--- config.mk ---
export PLATFORM = sky130hd
export DESIGN_NAME = data_mem_pipe
export DESIGN_NICKNAME = d
export VERILOG_FILES = /design/src/rtl/data_mem_pkg.sv /design/src/rtl/data_mem_rsp_pipe.sv /design/src/rtl/data_mem_pipe.sv
export SDC_FILE = /design/constraint.sdc
export NUM_CORES = 2
export LEC_CHECK = 0
export BUFFER_PORTS_ARGS = -buffer_cell sky130_fd_sc_hd__buf_2
export CAP_MARGIN = 20
export CORE_MARGIN = 2
export CORE_UTILIZATION = 30
export CTS_CLUSTER_DIAMETER = 30
export DETAILED_ROUTE_END_ITERATION = 16
export PLACE_DENSITY_LB_ADDON = 0.1
export SYNTH_ARGS = -nofsm -noshare
export SYNTH_HDL_FRONTEND = slang
export SYNTH_SLANG_ARGS = --single-unit
--- constraint.sdc ---
create_clock -name clk -period 4.8 [get_ports clk]
set_input_delay 1.2 -clock clk [delete_from_list [all_inputs] [get_ports clk]]
set_output_delay 1.2 -clock clk [all_outputs]
set_load 0.01 [all_outputs]
--- src/rtl/data_mem_pkg.sv ---
// Shared definitions for the pipelined data memory.
// Holds the controller state type, the default geometry constants and the
// request address check used by data_mem_pipe.
package data_mem_pkg;

    // CLEAR zeroes the array one word per cycle; RUN serves requests.
    typedef enum logic [0:0] {
        CLEAR,
        RUN
    } state_e;

    // Default geometry; data_mem_pipe derives its own copies from its parameters.
    localparam int unsigned DATA_W_DFLT = 32;
    localparam int unsigned DEPTH_DFLT  = 64;
    localparam int unsigned BYTES       = DATA_W_DFLT / 8;
    localparam int unsigned OFS_W       = $clog2(BYTES);
    localparam int unsigned IDX_W       = $clog2(DEPTH_DFLT);

    // 1 when the byte address is misaligned or its word index is >= 2**idx_w.
    function automatic logic addr_err(input logic [31:0] addr,
                                      input int unsigned ofs_w,
                                      input int unsigned idx_w);
        logic [31:0] ofs_mask;
        logic        misaligned;
        logic        out_of_range;
        ofs_mask     = (32'd1 << ofs_w) - 32'd1;
        misaligned   = (addr & ofs_mask) != 32'd0;
        out_of_range = (addr >> (ofs_w + idx_w)) != 32'd0;
        return misaligned || out_of_range;
    endfunction

endpackage

--- src/rtl/data_mem_rsp_pipe.sv ---
// Response delay line for data_mem_pipe.
// An RD_LAT-stage shift register of {valid, err, rdata}; every stage is
// synchronously cleared by reset so in-flight responses are dropped.
// Ports:
//   clk, reset            clock and synchronous active-high reset
//   in_valid/err/rdata    response captured at the acceptance edge
//   out_valid/err/rdata   response RD_LAT edges later
module data_mem_rsp_pipe #(
    parameter int unsigned DATA_W = 32,
    parameter int unsigned RD_LAT = 1
) (
    input  logic              clk,
    input  logic              reset,
    input  logic              in_valid,
    input  logic              in_err,
    input  logic [DATA_W-1:0] in_rdata,
    output logic              out_valid,
    output logic              out_err,
    output logic [DATA_W-1:0] out_rdata
);

    logic [RD_LAT-1:0] valid_q;
    logic [RD_LAT-1:0] err_q;
    logic [DATA_W-1:0] rdata_q [RD_LAT];

    always_ff @(posedge clk) begin
        if (reset) begin
            valid_q <= '0;
            err_q   <= '0;
            for (int i = 0; i < RD_LAT; i++) begin
                rdata_q[i] <= '0;
            end
        end else begin
            valid_q[0] <= in_valid;
            err_q[0]   <= in_err;
            rdata_q[0] <= in_rdata;
            for (int i = 1; i < RD_LAT; i++) begin
                valid_q[i] <= valid_q[i-1];
                err_q[i]   <= err_q[i-1];
                rdata_q[i] <= rdata_q[i-1];
            end
        end
    end

    assign out_valid = valid_q[RD_LAT-1];
    assign out_err   = err_q[RD_LAT-1];
    assign out_rdata = rdata_q[RD_LAT-1];

endmodule

--- src/rtl/data_mem_pipe.sv ---
// Pipelined, byte-addressed data memory with request/response handshake.
// After reset the array is zeroed one word per cycle (busy=1, req_ready=0);
// afterwards one request per cycle is accepted and answered RD_LAT cycles
// later, in order, with no backpressure.
// Ports:
//   clk, reset                      clock, synchronous active-high reset
//   req_valid/req_ready             request handshake
//   req_write, req_addr             1 = write; byte address (word aligned)
//   req_wdata, req_be               write data and per-byte lane enables
//   rsp_valid, rsp_rdata, rsp_err   one-cycle response; rdata 0 on write/error
//   busy                            clear sequence in progress
// DATA_W must be a multiple of 8, DEPTH a power of two >= 2, RD_LAT in 1..4.
module data_mem_pipe
    import data_mem_pkg::*;
#(
    parameter int unsigned DATA_W = DATA_W_DFLT,
    parameter int unsigned DEPTH  = DEPTH_DFLT,
    parameter int unsigned RD_LAT = 1
) (
    input  logic                clk,
    input  logic                reset,
    input  logic                req_valid,
    output logic                req_ready,
    input  logic                req_write,
    input  logic [31:0]         req_addr,
    input  logic [DATA_W-1:0]   req_wdata,
    input  logic [DATA_W/8-1:0] req_be,
    output logic                rsp_valid,
    output logic [DATA_W-1:0]   rsp_rdata,
    output logic                rsp_err,
    output logic                busy
);

    localparam int unsigned LANES    = DATA_W / 8;
    localparam int unsigned OFS_BITS = $clog2(LANES);
    localparam int unsigned IDX_BITS = $clog2(DEPTH);

    state_e              state_q;
    logic [IDX_BITS-1:0] clr_idx_q;
    logic                req_ready_q;
    logic                busy_q;

    logic [DATA_W-1:0]   mem_q [DEPTH];

    logic                acc;
    logic                err;
    logic [IDX_BITS-1:0] idx;
    logic [DATA_W-1:0]   rd_word;

    // Out-of-range addresses alias onto a valid index here, but err masks
    // both the write and the returned data for them.
    assign acc     = req_valid && req_ready_q;
    assign err     = addr_err(req_addr, OFS_BITS, IDX_BITS);
    assign idx     = req_addr[OFS_BITS +: IDX_BITS];
    assign rd_word = (acc && !req_write && !err) ? mem_q[idx] : '0;

    // Controller: ready/busy are registered alongside the state.
    always_ff @(posedge clk) begin
        if (reset) begin
            state_q     <= CLEAR;
            clr_idx_q   <= '0;
            req_ready_q <= 1'b0;
            busy_q      <= 1'b1;
        end else begin
            unique case (state_q)
                CLEAR: begin
                    clr_idx_q <= clr_idx_q + 1'b1;
                    if (clr_idx_q == IDX_BITS'(DEPTH - 1)) begin
                        state_q     <= RUN;
                        req_ready_q <= 1'b1;
                        busy_q      <= 1'b0;
                    end
                end
                RUN: begin
                    state_q     <= RUN;
                    req_ready_q <= 1'b1;
                    busy_q      <= 1'b0;
                end
                default: begin
                    state_q     <= CLEAR;
                    clr_idx_q   <= '0;
                    req_ready_q <= 1'b0;
                    busy_q      <= 1'b1;
                end
            endcase
        end
    end

    // Storage: clear writes during CLEAR, byte-lane writes during RUN.
    // No write happens on a reset edge; the clear sequence follows it.
    always_ff @(posedge clk) begin
        if (!reset) begin
            if (state_q == CLEAR) begin
                mem_q[clr_idx_q] <= '0;
            end else if (acc && req_write && !err) begin
                for (int i = 0; i < LANES; i++) begin
                    if (req_be[i]) begin
                        mem_q[idx][8*i +: 8] <= req_wdata[8*i +: 8];
                    end
                end
            end
        end
    end

    data_mem_rsp_pipe #(
        .DATA_W (DATA_W),
        .RD_LAT (RD_LAT)
    ) u_rsp_pipe (
        .clk       (clk),
        .reset     (reset),
        .in_valid  (acc),
        .in_err    (acc && err),
        .in_rdata  (rd_word),
        .out_valid (rsp_valid),
        .out_err   (rsp_err),
        .out_rdata (rsp_rdata)
    );

    assign req_ready = req_ready_q;
    assign busy      = busy_q;

endmodule
# ---- Word-level counts from Yosys, hierarchy flattened
# Memory sizes are Yosys's and may differ from the RTL's.
# Cells that the tools add are included.
# Widths: inputs -> output; s select.
dict set report word_totals {
  register_bits 11
  mem_bits_rw 2080
  out_inout_bits 36
  mem_count 2
}
# name depth width read_ports rd_clocked_by_memory_dff wr line_no
set mem_list {}
lappend mem_list {mem_q 64 32 1 0 1 data_mem_pipe.sv:43} ;# logic [DATA_W-1:0] mem_q [DEPTH];
lappend mem_list {u_rsp_pipe.rdata_q 1 32 1 0 1 data_mem_rsp_pipe.sv:24} ;# logic [DATA_W-1:0] rdata_q [RD_LAT];
dict set report classes {
  n_addsub 1
  eq_ne 2
  n_mux 38
  n_bitwise 1
  n_reduce_logical 13
}
# op n
set op_table {}
lappend op_table {{$mux 32} 3}
lappend op_table {{$reduce_bool 32->1} 2}
lappend op_table {{$reduce_or 32->1} 2}
lappend op_table {{$mux 1} 30}
lappend op_table {{$add 6x1->6 const B} 1}
lappend op_table {{$eq 6x6->1 const B} 1}
lappend op_table {{$logic_and 1x1->1} 6}
lappend op_table {{$mux 6} 1}
lappend op_table {{$pmux 1 s2} 3}
lappend op_table {{$mux 4} 1}
lappend op_table {{$logic_not 1->1} 2}
lappend op_table {{$ne 2x2->1 const B} 1}
lappend op_table {{$logic_or 1x1->1} 1}
lappend op_table {{$not 1->1} 1}

# ---- Logic depth before layout (Yosys ltp)
dict set report logic_depth {
  ltp_word 10
  ltp_mapped 9
  ltp_nobuf 5
}

# ---- Modules after synthesis
# From an unflattened synthesis, not the netlist that was laid out.
dict set report hier_totals {
  cells_unflattened 4079
  hier_area_um2 82814.4
}
# module instances cells_each area_per_inst_um2 seq_area_each_um2
set by_module_without_submodules {}
lappend by_module_without_submodules {data_mem_pipe 1 4008 81877.3 61679.2}
lappend by_module_without_submodules {data_mem_rsp_pipe 1 71 937.1 680.7}

# ---- Least setup slack after synthesis
# Ideal clock, no wire load.
dict set report synth_timing {
  kind {input to register}
  startpoint {input port req_addr[1]}
  endpoint {memory mem_q[10][16], enable pin}
  arrival_ps 3825
  required_ps 4405
  slack_ps 581
  cell_stages 8
  path_cell_list {nor4_2 -> nand4_2 -> nor4_2 -> buf_6 -> mux2_2 -> buf_2 -> buf_2 -> nor4_1}
}
dict set report synth_between {
  elab_chain_len 10
  elab_cells_between_ends 23
  cone_classes {mux (18); reduce/logical (5)}
}
# item line_no
set synth_rtl {}
lappend synth_rtl {{start, declared} data_mem_pipe.sv:25} ;# input logic [31:0] req_addr,
lappend synth_rtl {{$reduce_bool 32->1 *} data_mem_pkg.sv:27} ;# misaligned = (addr & ofs_mask) != 32'd0;
lappend synth_rtl {{$logic_or 1x1->1 *} data_mem_pkg.sv:29} ;# return misaligned || out_of_range;
lappend synth_rtl {{$logic_not 1->1 *} data_mem_pipe.sv:95} ;# end else if (acc && req_write && !err) begin
lappend synth_rtl {{$logic_and 1x1->1 *} data_mem_pipe.sv:95}
lappend synth_rtl {{$mux 1} data_mem_pipe.sv:95}
lappend synth_rtl {{$mux 1} data_mem_pipe.sv:93} ;# if (state_q == CLEAR) begin
lappend synth_rtl {{$mux 1} data_mem_pipe.sv:92} ;# if (!reset) begin
lappend synth_rtl {{$mux 1 (not written as such)} data_mem_pipe.sv:98} ;# mem_q[idx][8*i +: 8] <= req_wdata[8*i +: 8];
lappend synth_rtl {{$reduce_or 32->1 (no line)} n/a}
lappend synth_rtl {{$mux 6 (no line) / $mux 4 (equally long branches)} n/a}
lappend synth_rtl {{end, declared} data_mem_pipe.sv:43}
# Every way passes the cells marked *; elsewhere a longest branch is shown, timed or not.

# ---- Final worst setup path
dict set report layout_timing {
  startpoint {input port req_addr[13]}
  endpoint {memory mem_q[10][25], enable pin}
}
dict set report layout_between {
  elab_chain_len 10
  elab_cells_between_ends 23
  cone_classes {mux (18); reduce/logical (5)}
}
# item line_no
set layout_rtl {}
lappend layout_rtl {{$reduce_bool 32->1 *} data_mem_pkg.sv:28} ;# out_of_range = (addr >> (ofs_w + idx_w)) != 32'd0;
lappend layout_rtl {{$logic_or 1x1->1 *} data_mem_pkg.sv:29}
lappend layout_rtl {{$logic_not 1->1 *} data_mem_pipe.sv:95}
lappend layout_rtl {{$logic_and 1x1->1 *} data_mem_pipe.sv:95}
lappend layout_rtl {{$mux 1} data_mem_pipe.sv:95}
lappend layout_rtl {{$mux 1} data_mem_pipe.sv:93}
lappend layout_rtl {{$mux 1} data_mem_pipe.sv:92}
lappend layout_rtl {{$mux 1 (not written as such)} data_mem_pipe.sv:98}
lappend layout_rtl {{$reduce_or 32->1 (no line)} n/a}
lappend layout_rtl {{$mux 6 (no line) / $mux 4 (equally long branches)} n/a}
# Marked as above.

==> results.sh <==
export IMPL_ys_ff_latch=2091
export IMPL_antenna_found_initial=13
export IMPL_status="completed"
export IMPL_place_ws_ns=-0.0182
export IMPL_num_vias=42400
export IMPL_setup_tns_ns=0
export IMPL_clk_pin_slew_worst_paths_ns=0.05
export IMPL_post_dp_cell_area_um2=91900
export IMPL_fmax_mhz=273
export IMPL_wirelength_met1_um=107000
export IMPL_gp_congestion=0.773
export IMPL_max_slew_margin=0.247
export IMPL_fp_row_count=192
export IMPL_synth_edf_count=2048
export IMPL_skew_ns=0.0690
export IMPL_min_period_over_period=0.763
export IMPL_reg2reg_slack_ns=1.48
export IMPL_required_ns=5.31
export IMPL_cts_buffers=478
export IMPL_port_buffers=107
export IMPL_drt_pass1_iterations=5
export IMPL_coreArea_um2=273000
export IMPL_cap_violations=0
export IMPL_routed_top_layer="met5"
export IMPL_design_area_um2=109000
export IMPL_timing_rr_end="mem_q[10][25]$_DFFE_PP_"
export IMPL_reg2reg_depth=6
export IMPL_min_path_cells=2
export IMPL_peakVddDrop_mv=0.369
export IMPL_dr_wl_met3_um=17100
export IMPL_ctsHoldBuffers=0
export IMPL_start_kind="primary input"
export IMPL_hp_class="reg2reg"
export IMPL_clock_latency_ns=0.95
export IMPL_cts_resized=0
export IMPL_pin_count=108
export IMPL_ctsHtreeMaxLevel=5
export IMPL_cp_end_kind="register"
export IMPL_initialDrtViolationCount=3669
export IMPL_routed_wl_um=248000
export IMPL_powerDensity_nw_per_um2=502
export IMPL_start_util=0.301
export IMPL_clockBufferDepth=4
export IMPL_remaining_drc_errors=0
export IMPL_hpwl_um=157000
export IMPL_p_total_uw=54800
export IMPL_cts_tree="built"
export IMPL_leakage_uw=0.0353
export IMPL_setup_slack_ns=1.14
export IMPL_ant_nets=0
export IMPL_die_area_um2=278000
export IMPL_wl_met2_um=118000
export IMPL_post_route_min_period_ns=3.66
export IMPL_grt_pass1_wl_um=350000
export IMPL_avgSynthCellArea_um2=21.9
export IMPL_synthCells=3745
export IMPL_drive_gt1_frac=0.448
export IMPL_area_growth_pct=32.7
export IMPL_postCtsSetupBuffers=0
export IMPL_holdCritStartpoint="busy$_SDFFE_PP1P_"
export IMPL_syn_area_um2=82100
export IMPL_cp_max_fo=19
export IMPL_die_w_um=527
export IMPL_syn_nets=3818
export IMPL_fin_nets=4620
export IMPL_worstPathArrival_ns=4.17
export IMPL_grt_usage=0.177
export IMPL_r2r_start="state_q$_SDFF_PP0_"
export IMPL_wl_per_cell_um=29.0
export IMPL_setup_viol=0
export IMPL_grt_pass1_vias=45100
export IMPL_tightestPinTransition_ns=1.12
export IMPL_clock_sinks=2091
export IMPL_ys_warn_count=0
export IMPL_rsz0062_at_grt="no"
export IMPL_ys_seq_area_frac=0.759
export IMPL_synthFlopType="edfxtp_1"
export IMPL_synthArstFlopShare=0
export IMPL_crit_type="in2reg"
export IMPL_synth_cell_types=44
export IMPL_grt_overflow_total=0
export IMPL_dieHeight_um=527
export IMPL_final_hold_violation_count=0
export IMPL_slew_violations=0
export IMPL_worst_hold_slack_ns=0.472
export IMPL_min_to="busy$_SDFFE_PP1P_"
export IMPL_cts_root_buf="clkbuf_16"
export IMPL_vias_per_cell=4.95
export IMPL_grt_start_max_net_pins=65
[cell usage after synthesis, drive strengths merged, types with 6 or more instances]
cell type / n / area share
edfxtp: 2048 / 0.75
mux4: 538 / 0.15
nor4: 265 / 0.024
mux2i: 181 / 0.022
buf: 171 / 0.011
clkbuf: 120 / 0.0055
a22oi: 61 / 0.0056
nor2: 52 / 0.0024
dfxtp: 43 / 0.010
mux2: 40 / 0.0055
a21oi: 36 / 0.0024
and3: 32 / 0.0024
inv: 31 / 0.0014
nand4: 30 / 0.0024
o221ai: 29 / 0.0031
nand2: 13 / 0.00059
nor2b: 9 / 0.00069
nand3: 8 / 0.00049
o21ai: 6 / 0.00037
[per-stage QoR]
stage	std cells	utilization
floorplan	3745	-
global placement	7626	0.337
detailed placement	7633	0.337
CTS	8535	0.399
global route	8559	0.399
finish	8564	0.400
[routing by layer]
layer,global-route usage,vias to the layer above
li1,-,17900
met1,0.237,22700
met2,0.281,1348
met3,0.0475,394
met4,0.0549,12
met5,0,-
[state kept, by name, indices dropped and copies added, names as in the netlist]
signal,count
req_ready,1
mem_q,2048
u_rsp_pipe.out_valid,1
state_q,1
busy,1
u_rsp_pipe.out_err,1
clr_idx_q,6
u_rsp_pipe.rdata_q,32
[where the power goes]
group / switching [uW] / leakage (uW) / internal (uW)
sequential: 15.1 / 0.0186 / 19900
combinational: 864 / 0.00858 / 556
clock: 10700 / 0.00803 / 22800
total: 11500 / 0.0353 / 43200
[worst max-delay path by stage]
stage / end / cells after the start / start / slack (ns)
after global routing: mem_q[44][18]$_DFFE_PP_ / 10 / req_addr[13] / 0.97
after floorplan: mem_q[10][16]$_DFFE_PP_ / 8 / req_addr[1] / 0.58
after global placement: mem_q[44][8]$_DFFE_PP_ / 8 / req_addr[13] / -0.16
final: mem_q[10][25]$_DFFE_PP_ / 8 / req_addr[13] / 1.14
after CTS: mem_q[2][23]$_DFFE_PP_ / 9 / req_addr[13] / 0.96
after detailed placement: mem_q[2][22]$_DFFE_PP_ / 9 / req_addr[13] / -0.02
[critical path, cell delays in order]
cell and delay, ns:
buf_2 0.11, nor4_2 0.35, nand4_2 0.27, nor4_4 0.42, buf_12 0.22, mux2_4 0.35, buf_4 0.23, nor4_2 0.99
[layout make-up]
| type | count | area (um^2) |
|---|---|---|
| multi-input cells | 1332 | 19500 |
| diodes | 6 | 15.0 |
| clock buffers | 557 | 12400 |
| inverters | 31 | 116 |
| flip-flops and latches | 2091 | 62400 |
| fillers | 24300 | 164000 |
| well taps | 3589 | 4490 |
| clock inverters | 345 | 4540 |
| repair buffers | 613 | 5580 |
[logic make-up after synthesis]
| logic type | count (synthesis) | synth area share |
|---|---|---|
| DFF | 2091 | 0.759 |
| muxes | 759 | 0.175 |
| and+or+nand+nor | 425 | 0.0346 |
| buffers and inverters | 322 | 0.0177 |
| AOI/OAI and AO/OA | 142 | 0.0125 |
| xor gates and xnor gates | 5 | 0.000533 |
| adders and majority gates | 1 | 0.000152 |
[cells in the final DEF, fill, tap and decap left out, types with 13 or more instances in the layout]
cell type and n:
edfxtp_1 2048, mux4_2 538, clkbuf_16 482, buf_4 398
nor4_2 199, mux2i_1 170, buf_2 103, buf_12 97
bufinv_16 81, clkbuf_1 70, clkinv_2 66, clkinvlp_4 65
nor4_1 61, a22oi_1 61, clkinv_1 58, nor2_1 51
dfxtp_1 43, mux2_2 35, and3_2 32, a21oi_1 32
clkinv_4 31, inv_1 30, nand4_1 29, o221ai_1 29
inv_6 18, clkinv_16 15, nand2_1 13
Note: power is estimated with default switching activity, not from simulation.
